==> src/rtl/fifo_bank_mc_pkg.sv <==
// ============================================================================
// Module  : fifo_bank_mc_pkg
// Brief   : Shared depth/count-width derivations and pause-state encoding.
// Revision: 1.0 - initial release
// ============================================================================
`default_nettype none

package fifo_bank_mc_pkg;

  typedef enum logic [0:0] {
    RUN   = 1'b0,
    PAUSE = 1'b1
  } pause_state_e;

  function automatic int depth_of(input int addr_w);
    return 1 << addr_w;
  endfunction

  // One extra bit so a completely full channel is distinguishable from empty.
  function automatic int cw_of(input int addr_w);
    return addr_w + 1;
  endfunction

endpackage

`default_nettype wire

==> src/rtl/fifo_chan.sv <==
// ============================================================================
// Module  : fifo_chan
// Brief   : One FIFO channel: storage, pointers, flags, pause FSM, sticky error.
// Revision: 1.0 - initial release
// ============================================================================
`default_nettype none

module fifo_chan
  import fifo_bank_mc_pkg::*;
#(
  parameter int DATA_W = 6,
  parameter int ADDR_W = 3
) (
  input  logic              clk,
  input  logic              reset_L,
  input  logic              i_push,
  input  logic              i_pop,
  input  logic [DATA_W-1:0] i_data,
  input  logic [ADDR_W:0]   i_af_thr,
  input  logic [ADDR_W:0]   i_ae_thr,
  input  logic              i_err_clr,
  output logic [DATA_W-1:0] o_data,
  output logic              o_valid,
  output logic              o_empty,
  output logic              o_full,
  output logic              o_almost_full,
  output logic              o_almost_empty,
  output logic              o_pause,
  output logic              o_error,
  output logic [ADDR_W:0]   o_count
);

  localparam int c_depth = depth_of(ADDR_W);
  localparam int c_cw    = cw_of(ADDR_W);

  logic [DATA_W-1:0] r_mem [c_depth];
  logic [ADDR_W-1:0] r_wr_ptr;
  logic [ADDR_W-1:0] r_rd_ptr;
  logic [c_cw-1:0]   r_count;
  logic [DATA_W-1:0] r_data;
  logic              r_valid;
  logic              r_error;
  pause_state_e      r_state;
  pause_state_e      w_next_state;

  logic w_empty, w_full, w_pop_ok, w_push_ok, w_overflow, w_underflow;

  assign w_empty     = (r_count == '0);
  assign w_full      = (r_count == c_cw'(c_depth));
  assign w_pop_ok    = i_pop & ~w_empty;
  // A full channel still accepts a push when a pop frees a slot in the same cycle.
  assign w_push_ok   = i_push & (~w_full | w_pop_ok);
  assign w_overflow  = i_push & w_full & ~w_pop_ok;
  assign w_underflow = i_pop & w_empty;

  always_ff @(posedge clk) begin
    if (w_push_ok) begin
      r_mem[r_wr_ptr] <= i_data;
    end
  end

  always_ff @(posedge clk or negedge reset_L) begin
    if (!reset_L) begin
      r_wr_ptr <= '0;
      r_rd_ptr <= '0;
      r_count  <= '0;
      r_data   <= '0;
      r_valid  <= 1'b0;
      r_error  <= 1'b0;
    end else begin
      r_valid <= w_pop_ok;
      if (w_push_ok) begin
        r_wr_ptr <= r_wr_ptr + 1'b1;
      end
      if (w_pop_ok) begin
        r_rd_ptr <= r_rd_ptr + 1'b1;
        r_data   <= r_mem[r_rd_ptr];
      end
      case ({w_push_ok, w_pop_ok})
        2'b10:   r_count <= r_count + c_cw'(1);
        2'b01:   r_count <= r_count - c_cw'(1);
        default: r_count <= r_count;
      endcase
      if (w_overflow | w_underflow) begin
        r_error <= 1'b1;
      end else if (i_err_clr) begin
        r_error <= 1'b0;
      end
    end
  end

  always_ff @(posedge clk or negedge reset_L) begin
    if (!reset_L) begin
      r_state <= RUN;
    end else begin
      r_state <= w_next_state;
    end
  end

  // Set condition wins so an illegal af_thr <= ae_thr setting resolves to PAUSE.
  always_comb begin
    w_next_state = r_state;
    if (r_count >= i_af_thr) begin
      w_next_state = PAUSE;
    end else if (r_state == PAUSE && r_count <= i_ae_thr) begin
      w_next_state = RUN;
    end
  end

  assign o_data         = r_data;
  assign o_valid        = r_valid;
  assign o_empty        = w_empty;
  assign o_full         = w_full;
  assign o_almost_full  = (r_count >= i_af_thr);
  assign o_almost_empty = (r_count <= i_ae_thr) && !w_empty;
  assign o_pause        = (r_state == PAUSE);
  assign o_error        = r_error;
  assign o_count        = r_count;

endmodule

`default_nettype wire

==> src/rtl/fifo_bank_mc.sv <==
// ============================================================================
// Module  : fifo_bank_mc
// Brief   : Bank of NUM_CH independent FIFO channels with shared thresholds.
// Revision: 1.0 - initial release
// ============================================================================
`default_nettype none

module fifo_bank_mc
  import fifo_bank_mc_pkg::*;
#(
  parameter int DATA_W = 6,
  parameter int ADDR_W = 3,
  parameter int NUM_CH = 4
) (
  input  logic                       clk,
  input  logic                       reset_L,
  input  logic [NUM_CH-1:0]          push,
  input  logic [NUM_CH-1:0]          pop,
  input  logic [NUM_CH*DATA_W-1:0]   data_in,
  input  logic [ADDR_W:0]            af_thr,
  input  logic [ADDR_W:0]            ae_thr,
  input  logic [NUM_CH-1:0]          err_clr,
  output logic [NUM_CH*DATA_W-1:0]   data_out,
  output logic [NUM_CH-1:0]          valid_out,
  output logic [NUM_CH-1:0]          empty,
  output logic [NUM_CH-1:0]          full,
  output logic [NUM_CH-1:0]          almost_full,
  output logic [NUM_CH-1:0]          almost_empty,
  output logic [NUM_CH-1:0]          pause,
  output logic [NUM_CH-1:0]          error,
  output logic [NUM_CH*(ADDR_W+1)-1:0] count
);

  localparam int c_cw = cw_of(ADDR_W);

  for (genvar c = 0; c < NUM_CH; c++) begin : g_ch
    fifo_chan #(
      .DATA_W (DATA_W),
      .ADDR_W (ADDR_W)
    ) u_chan (
      .clk            (clk),
      .reset_L        (reset_L),
      .i_push         (push[c]),
      .i_pop          (pop[c]),
      .i_data         (data_in[c*DATA_W +: DATA_W]),
      .i_af_thr       (af_thr),
      .i_ae_thr       (ae_thr),
      .i_err_clr      (err_clr[c]),
      .o_data         (data_out[c*DATA_W +: DATA_W]),
      .o_valid        (valid_out[c]),
      .o_empty        (empty[c]),
      .o_full         (full[c]),
      .o_almost_full  (almost_full[c]),
      .o_almost_empty (almost_empty[c]),
      .o_pause        (pause[c]),
      .o_error        (error[c]),
      .o_count        (count[c*c_cw +: c_cw])
    );
  end

endmodule

`default_nettype wire

==> config.mk <==
export PLATFORM = sky130hd
export DESIGN_NAME = fifo_bank_mc
export DESIGN_NICKNAME = d
export VERILOG_FILES = /design/src/rtl/fifo_bank_mc_pkg.sv /design/src/rtl/fifo_chan.sv /design/src/rtl/fifo_bank_mc.sv
export SDC_FILE = /design/constraint.sdc
export NUM_CORES = 1
export LEC_CHECK = 0
export CAP_MARGIN = 40
export CORE_MARGIN = 2
export CORE_UTILIZATION = 45
export CTS_BUF_LIST = sky130_fd_sc_hd__clkbuf_2
export DETAILED_ROUTE_END_ITERATION = 6
export PLACE_DENSITY = 0.69
export SYNTH_ARGS = -nofsm -noshare
export SYNTH_HDL_FRONTEND = slang
export SYNTH_SLANG_ARGS = --single-unit
==> constraint.sdc <==
create_clock -name clk -period 2.5 [get_ports clk]
set_input_delay 0.25 -clock clk [delete_from_list [all_inputs] [get_ports clk]]
set_output_delay 0.25 -clock clk [all_outputs]
set_load 0.03 [all_outputs]
# Yosys cells after proc, flatten, opt, wreduce, memory -nomap -nowiden
# Memories as Yosys holds them, arrays and structs flattened. A register that Yosys moved wholly into a read port is not among the register bits.
# Cells that the tools add are included.
[word_totals] regBits=52 latchBits=0 mem_bits_rw=192 romBits=0 in_bits=46 n_memories=4
[memory_table] memory="g_ch[0].u_chan.r_mem" words=8 width=6 read_ports=1 rd_clocked_by_memory_dff=1 wr=1 line_no="fifo_chan.sv:36" text="logic [DATA_W-1:0] r_mem [c_depth];"
[memory_table] memory="g_ch[1].u_chan.r_mem" words=8 width=6 read_ports=1 rd_clocked_by_memory_dff=1 wr=1 line_no="fifo_chan.sv:36"
[memory_table] memory="g_ch[2].u_chan.r_mem" words=8 width=6 read_ports=1 rd_clocked_by_memory_dff=1 wr=1 line_no="fifo_chan.sv:36"
[memory_table] memory="g_ch[3].u_chan.r_mem" words=8 width=6 read_ports=1 rd_clocked_by_memory_dff=1 wr=1 line_no="fifo_chan.sv:36"
[classes] addsub=16 mul=0 div=0 n_lt_le_gt_ge=8 n_eq_ne=12 n_shift=0 muxes=28 n_bitwise=40 reduce_logical=32
[op_table] operator="$pmux 4 s2" count=4
[op_table] operator="$add 3x1->3 const B" count=8
[op_table] operator="$mux 1" count=24
[op_table] operator="$reduce_bool 2->1" count=12
[op_table] operator="$and 1x1->1" count=20
[op_table] operator="$add 4x1->4 const B" count=4
[op_table] operator="$eq 4x4->1 const B" count=4
[op_table] operator="$ge 4x4->1" count=4
[op_table] operator="$le 4x4->1" count=4
[op_table] operator="$logic_not 4->1" count=4
[op_table] operator="$sub 4x1->4 const B" count=4
[op_table] operator="$not 1->1" count=12
[op_table] operator="$eq 2x1->1 const B" count=4
[op_table] operator="$eq 2x2->1 const B" count=4
[op_table] operator="$logic_and 1x1->1" count=8
[op_table] operator="$logic_not 1->1" count=8
[op_table] operator="$or 1x1->1" count=8

# Longest topological paths before layout
[depth] word_depth=7 depth_mapped=10 depth_no_buf=9

# Cells and area by module
# Synthesis repeated with hierarchy kept, for this count alone.
[unflattened] hier_cells=826 area_unflattened_um2=12049.1
[by_module_without_submodules] module="fifo_chan (g_ch[2].u_chan ...)" instances=2 cells_each=207 area_per_inst_um2=3012.9 seq_area_each_um2=1916.8
[by_module_without_submodules] module="fifo_chan (g_ch[0].u_chan ...)" instances=2 cells_each=206 area_per_inst_um2=3011.6 seq_area_each_um2=1916.8

# Worst setup path before layout
# No wires, ideal clock.
[synth_timing] kind="reg-to-reg" start="reg g_ch[0].u_chan.r_count[1]" end="reg g_ch[0].u_chan.r_count[1]" setup_ps=124 arrival_ps=2297 required_time_ps=2376 setup_slack_ps=79 stages_incl_launch_ff=9 n_path_buf=1 period_less_slack_ps=2421 path_cell_list="dfrtp_1 clkbuf_1 or3_1 o21ai_2 nor2_1 xnor2_1 ha_1 a22o_1 a211o_1"
[synth_between] elab_chain_cells=7 word_cells_on_any_way=13 classes_between="2 x add/sub; 3 x eq/ne; 1 x mux; 5 x bitwise; 2 x reduce/logical"
[synth_lines] item="start, declared" line_no="fifo_chan.sv:39" text="logic [c_cw-1:0] r_count;"
[synth_lines] item="start signal, assigned" line_no="fifo_chan.sv:80" text="2'b10: r_count <= r_count + c_cw'(1);"
[synth_lines] item="start signal, assigned" line_no="fifo_chan.sv:81" text="2'b01: r_count <= r_count - c_cw'(1);"
[synth_lines] item="start signal, assigned" line_no="fifo_chan.sv:82" text="default: r_count <= r_count;"
[synth_lines] item="$logic_not 4->1" line_no="fifo_chan.sv:48" text="assign w_empty = (r_count == '0);"
[synth_lines] item="$not 1->1" line_no="fifo_chan.sv:50" text="assign w_pop_ok = i_pop & ~w_empty;"
[synth_lines] item="$and 1x1->1" line_no="fifo_chan.sv:50"
[synth_lines] item="$or 1x1->1" line_no="fifo_chan.sv:52" text="assign w_push_ok = i_push & (~w_full | w_pop_ok);"
[synth_lines] item="$and 1x1->1" line_no="fifo_chan.sv:52"
[synth_lines] item="$eq 2x1->1 or $eq 2x2->1 (tied branches)" line_no="fifo_chan.sv:79" text="case ({w_push_ok, w_pop_ok})"
[synth_lines] item="$pmux 4 s2 or $reduce_bool 2->1 (tied branches)"
# Parallel ways exist; a longest one is shown, timed or not.
# A chain may end at the register's enable or synchronous reset.

# Final worst setup path
[layout_timing] start="reg g_ch[0].u_chan.r_count[2]" end="out almost_empty[0]"
[layout_between] elab_chain_cells=3 word_cells_on_any_way=4 classes_between="1 x order compare; 3 x reduce/logical"
[layout_lines] item="parallel branches: the longest is 2 deep, another holds $le 4x4->1"
[layout_lines] item="$logic_and 1x1->1 *" line_no="fifo_chan.sv:115" text="assign o_almost_empty = (r_count <= i_ae_thr) && !w_empty;"
[layout_lines] item="end, declared" line_no="fifo_bank_mc.sv:28" text="output logic [NUM_CH-1:0] almost_empty,"
# Every way passes the cells marked *.

==> flow_summary.ini <==
[yosys]
synth_mux_area_share_pct = 9.27
synth_compound_area_share_pct = 9.14
yosysWarnings = 0
synth_top_family_by_area = multiplexers
synth-simple-area-share_pct = 8.27
synth_async_sr_flop_share_pct = 28.4
synth_area_um2 = 12200
synth_xor_area_share_pct = 1.58
ys_seq_area_share_pct = 62.9
synth_top_flop_cell = edfxtp_1
yosys_register_bits = 268
synth_edf_count = 192
synthDistinctLibCells = 51
avgSynthCellArea_um2 = 13.6
synth-adder-area-share_pct = 4.52
postSynthCellCount = 898
syn_nets = 988

[clock_network]
clock-root-buffer = clkbuf_2
worst_skew_pair.late_latency_ps = 840
clk_pin_slew_ps = 120
cts_tree = yes
htreeDepth = 3
cts_buffers = 72
cts_sinks = 268
cts_buffer_depth = 3

[power_and_ir_drop]
internal_power_mw = 11.0
power_density_nw_per_um2 = 1160
seq_power_share_pct = 36.7
clockPowerShare_pct = 17.5
pwr-share-comb_pct = 45.9
p_sw_share_pct = 38.1
p_leak_nw = 6.04
peakVddDrop_uv = 758
p_sw_mw = 6.78

[worst_setup_path]
max_stage_delay_ps = 400
worstSetupPathDepth = 7
slowest_stage = dfrtp_1
endpoint_kind = primary output
start_kind = flop
critPathMaxFanout = 12
crit_type = reg -> out
path_buf_inv = 2
crit_family = flip-flops
r2r_cells = 11
cp.required_ps = 2250
cp.arrival_ps = 2330
crit_chain = buf_4, ha_1, nand4_1, o21ai_0, a21oi_2, nor2_2, buf_6

[placed_design]
placed_cell_area_um2 = 13900
gp_congestion = 0.773
port-buffer-count = 113
dpl.cell_count = 1367
dp_hpwl_um = 17500

[drt]
wl_um = 26700
dr.pass1.iters = 5
vias = 8073
route.detailed.drc = 0
ant_nets = 0
vias_per_cell = 5.24
drt_iter0_drc = 696
wire_per_inst_um = 17.3

[timing]
fin_setup_tns_ps = -274
slew-limit-headroom_pct = 57.1
period_share_pct = 103
hold_violations = 0
holdWs_ps = 103
fin_skew_ps = 63.1
period_minus_slack_ps = 2580
slew_violations = 0
clock.fmax_mhz = 388
rsz0062_at_grt = yes
setup_violations = 7
worst_pin_slew_ps = 643
finalWorstSetupSlack_ps = -79.7

[grt]
grt_pass1_vias = 8282
grt_util_all_layers_pct = 19.1
overflow = 0
grt_pass1_wl_um = 42300
grt_max_degree = 37
antenna_found_initial = 1

[layout]
area_growth_pct = 25.6
layoutNonFillerInstCount = 1542
final_common_cell = edfxtp_1
final_util_pct = 57.1
drive_gt1_share_pct = 30.8
final_cell_mix = edfxtp_1, buf_4, clkbuf_2, clkdlybuf4s50_1, nand2_1
nNetsFinal = 1239
final_area_um2 = 15300

[die]
core_area_um2 = 26800
die_y_um = 169
initial_utilization_pct = 45.5
dieArea_um2 = 28400
fp-row-count = 60
io_pins = 114
die_x_um = 169

[outcome]
outcome = finished with violations
violations = setup timing

[run]
maxCapViolations = 0

[min_path]
hold_path.class = in -> reg
hold_path_depth = 2
-- cell families after synthesis --
| logic type | after synthesis |
|---|---|
| flip-flops | 268 |
| AND/OR/NAND/NOR | 209 |
| AO/OA/AOI/OAI | 159 |
| multiplexers | 106 |
| buffers and inverters | 90 |
| adder cells (fa/ha/maj) | 44 |
| XOR/XNOR | 22 |
-- final cells by class --
class | count | area (um^2)
antenna | 1 | 2.50
clock buffer | 104 | 520
clock inverter | 21 | 143
fill | 2167 | 11500
inverter | 22 | 82.6
multi-input combinational | 540 | 4300
sequential | 268 | 7680
tap | 341 | 427
timing repair buffer | 245 | 2150
-- routing by layer --
| layer | GRT usage (%) | share of wire (%) |
|---|---|---|
| met1 | 23.4 | 44 |
| met2 | 33.1 | 50 |
| met3 | 4.12 | 3.9 |
| met4 | 7.12 | 1.9 |
| met5 | 0 | 0 |
-- registers in the layout (all words and copies together) (netlist names) --
| signal | flops |
|---|---|
| g_ch.u_chan.r_mem | 192 |
| g_ch.u_chan.o_data | 24 |
| g_ch.u_chan.o_count | 16 |
| g_ch.u_chan.r_rd_ptr | 12 |
| g_ch.u_chan.r_wr_ptr | 12 |
| g_ch.u_chan.o_error | 4 |
| g_ch.u_chan.o_pause | 4 |
| g_ch.u_chan.o_valid | 4 |
-- through the flow --
step	power (mW)	setup WS, ps
6_report	17.8	-79.7
5_1_grt	19.0	-227
4_1_cts	17.7	-160
3_5_place_dp	13.8	-87.7
3_3_place_gp	13.6	-114
2_1_floorplan	11.4	78.9
-- synth_stat cells, types with 5 or more instances --
library cell | number | area (um^2)
a211oi_1 | 6 | 45.0
a21o_1 | 7 | 52.6
a21oi_1 | 17 | 85.1
a221o_1 | 24 | 240
a31oi_1 | 5 | 31.3
buf_2 | 11 | 55.1
buf_4 | 34 | 255
buf_6 | 6 | 67.6
clkbuf_1 | 16 | 60.1
dfrtp_1 | 76 | 1900
edfxtp_1 | 192 | 5770
ha_1 | 44 | 551
inv_1 | 22 | 82.6
mux2_2 | 51 | 574
mux2i_1 | 54 | 541
nand2_1 | 72 | 270
nand2b_1 | 22 | 138
nand3_1 | 5 | 25.0
nor2_1 | 41 | 154
nor2b_1 | 14 | 87.6
nor3_1 | 22 | 110
nor4_1 | 9 | 56.3
o21ai_0 | 38 | 190
o22ai_1 | 29 | 181
o2bb2ai_1 | 7 | 61.3
o31ai_1 | 5 | 37.5
or3_1 | 6 | 37.5
xnor2_1 | 16 | 140
xor2_1 | 6 | 52.6
-- repair_timing --
item / CTS / global route
hold buffers: 5 / 0
resized for setup: 108 / 20
endpoints found under the setup margin: 17 / 18
pin swaps: 26 / 8
buffers inserted: 38 / 6
endpoints found under the hold margin: 78 / 0
-- power by group through the flow --
stage | registers (mW) | logic (mW) | clock network (mW)
final | 6.52 | 8.15 | 3.10
after global placement | 6.66 | 6.93 | 0
after floorplan | 7.03 | 4.41 | 0
after detailed placement | 6.69 | 7.07 | 0
after global routing | 6.65 | 8.87 | 3.45
after CTS | 6.53 | 7.96 | 3.22
-- worst register-to-register path, stage by stage (launching register included) --
cell      delay (ps)
dfrtp_2          450
buf_6            140
buf_4            130
or3_4            400
o21ai_4          140
nor2_1            60
xnor2_1          160
ha_2             260
nand2_1           80
a211oi_2         190
nor3_1            60
a211oi_1         240
-- path summary, 6_finish.rpt --
check,end,slack (ps),from
max,almost_empty[0],-80,g_ch[0].u_chan.o_count[2]$_DFFE_PN0P_
min,g_ch[1].u_chan.o_error$_DFFE_PN0P_,100,err_clr[1]
max reg2reg,g_ch[0].u_chan.o_count[2]$_DFFE_PN0P_,90,g_ch[0].u_chan.o_count[1]$_DFFE_PN0P_
min reg2reg,g_ch[3].u_chan.o_data[2]$_DFFE_PN0N_,480,g_ch[3].u_chan.o_data[2]$_DFFE_PN0N_
max in group asynchronous,g_ch[0].u_chan.o_count[3]$_DFFE_PN0P_,1700,reset_L
min in group asynchronous,g_ch[3].u_chan.o_data[4]$_DFFE_PN0N_,530,reset_L
(Power assumes the default switching activity.)
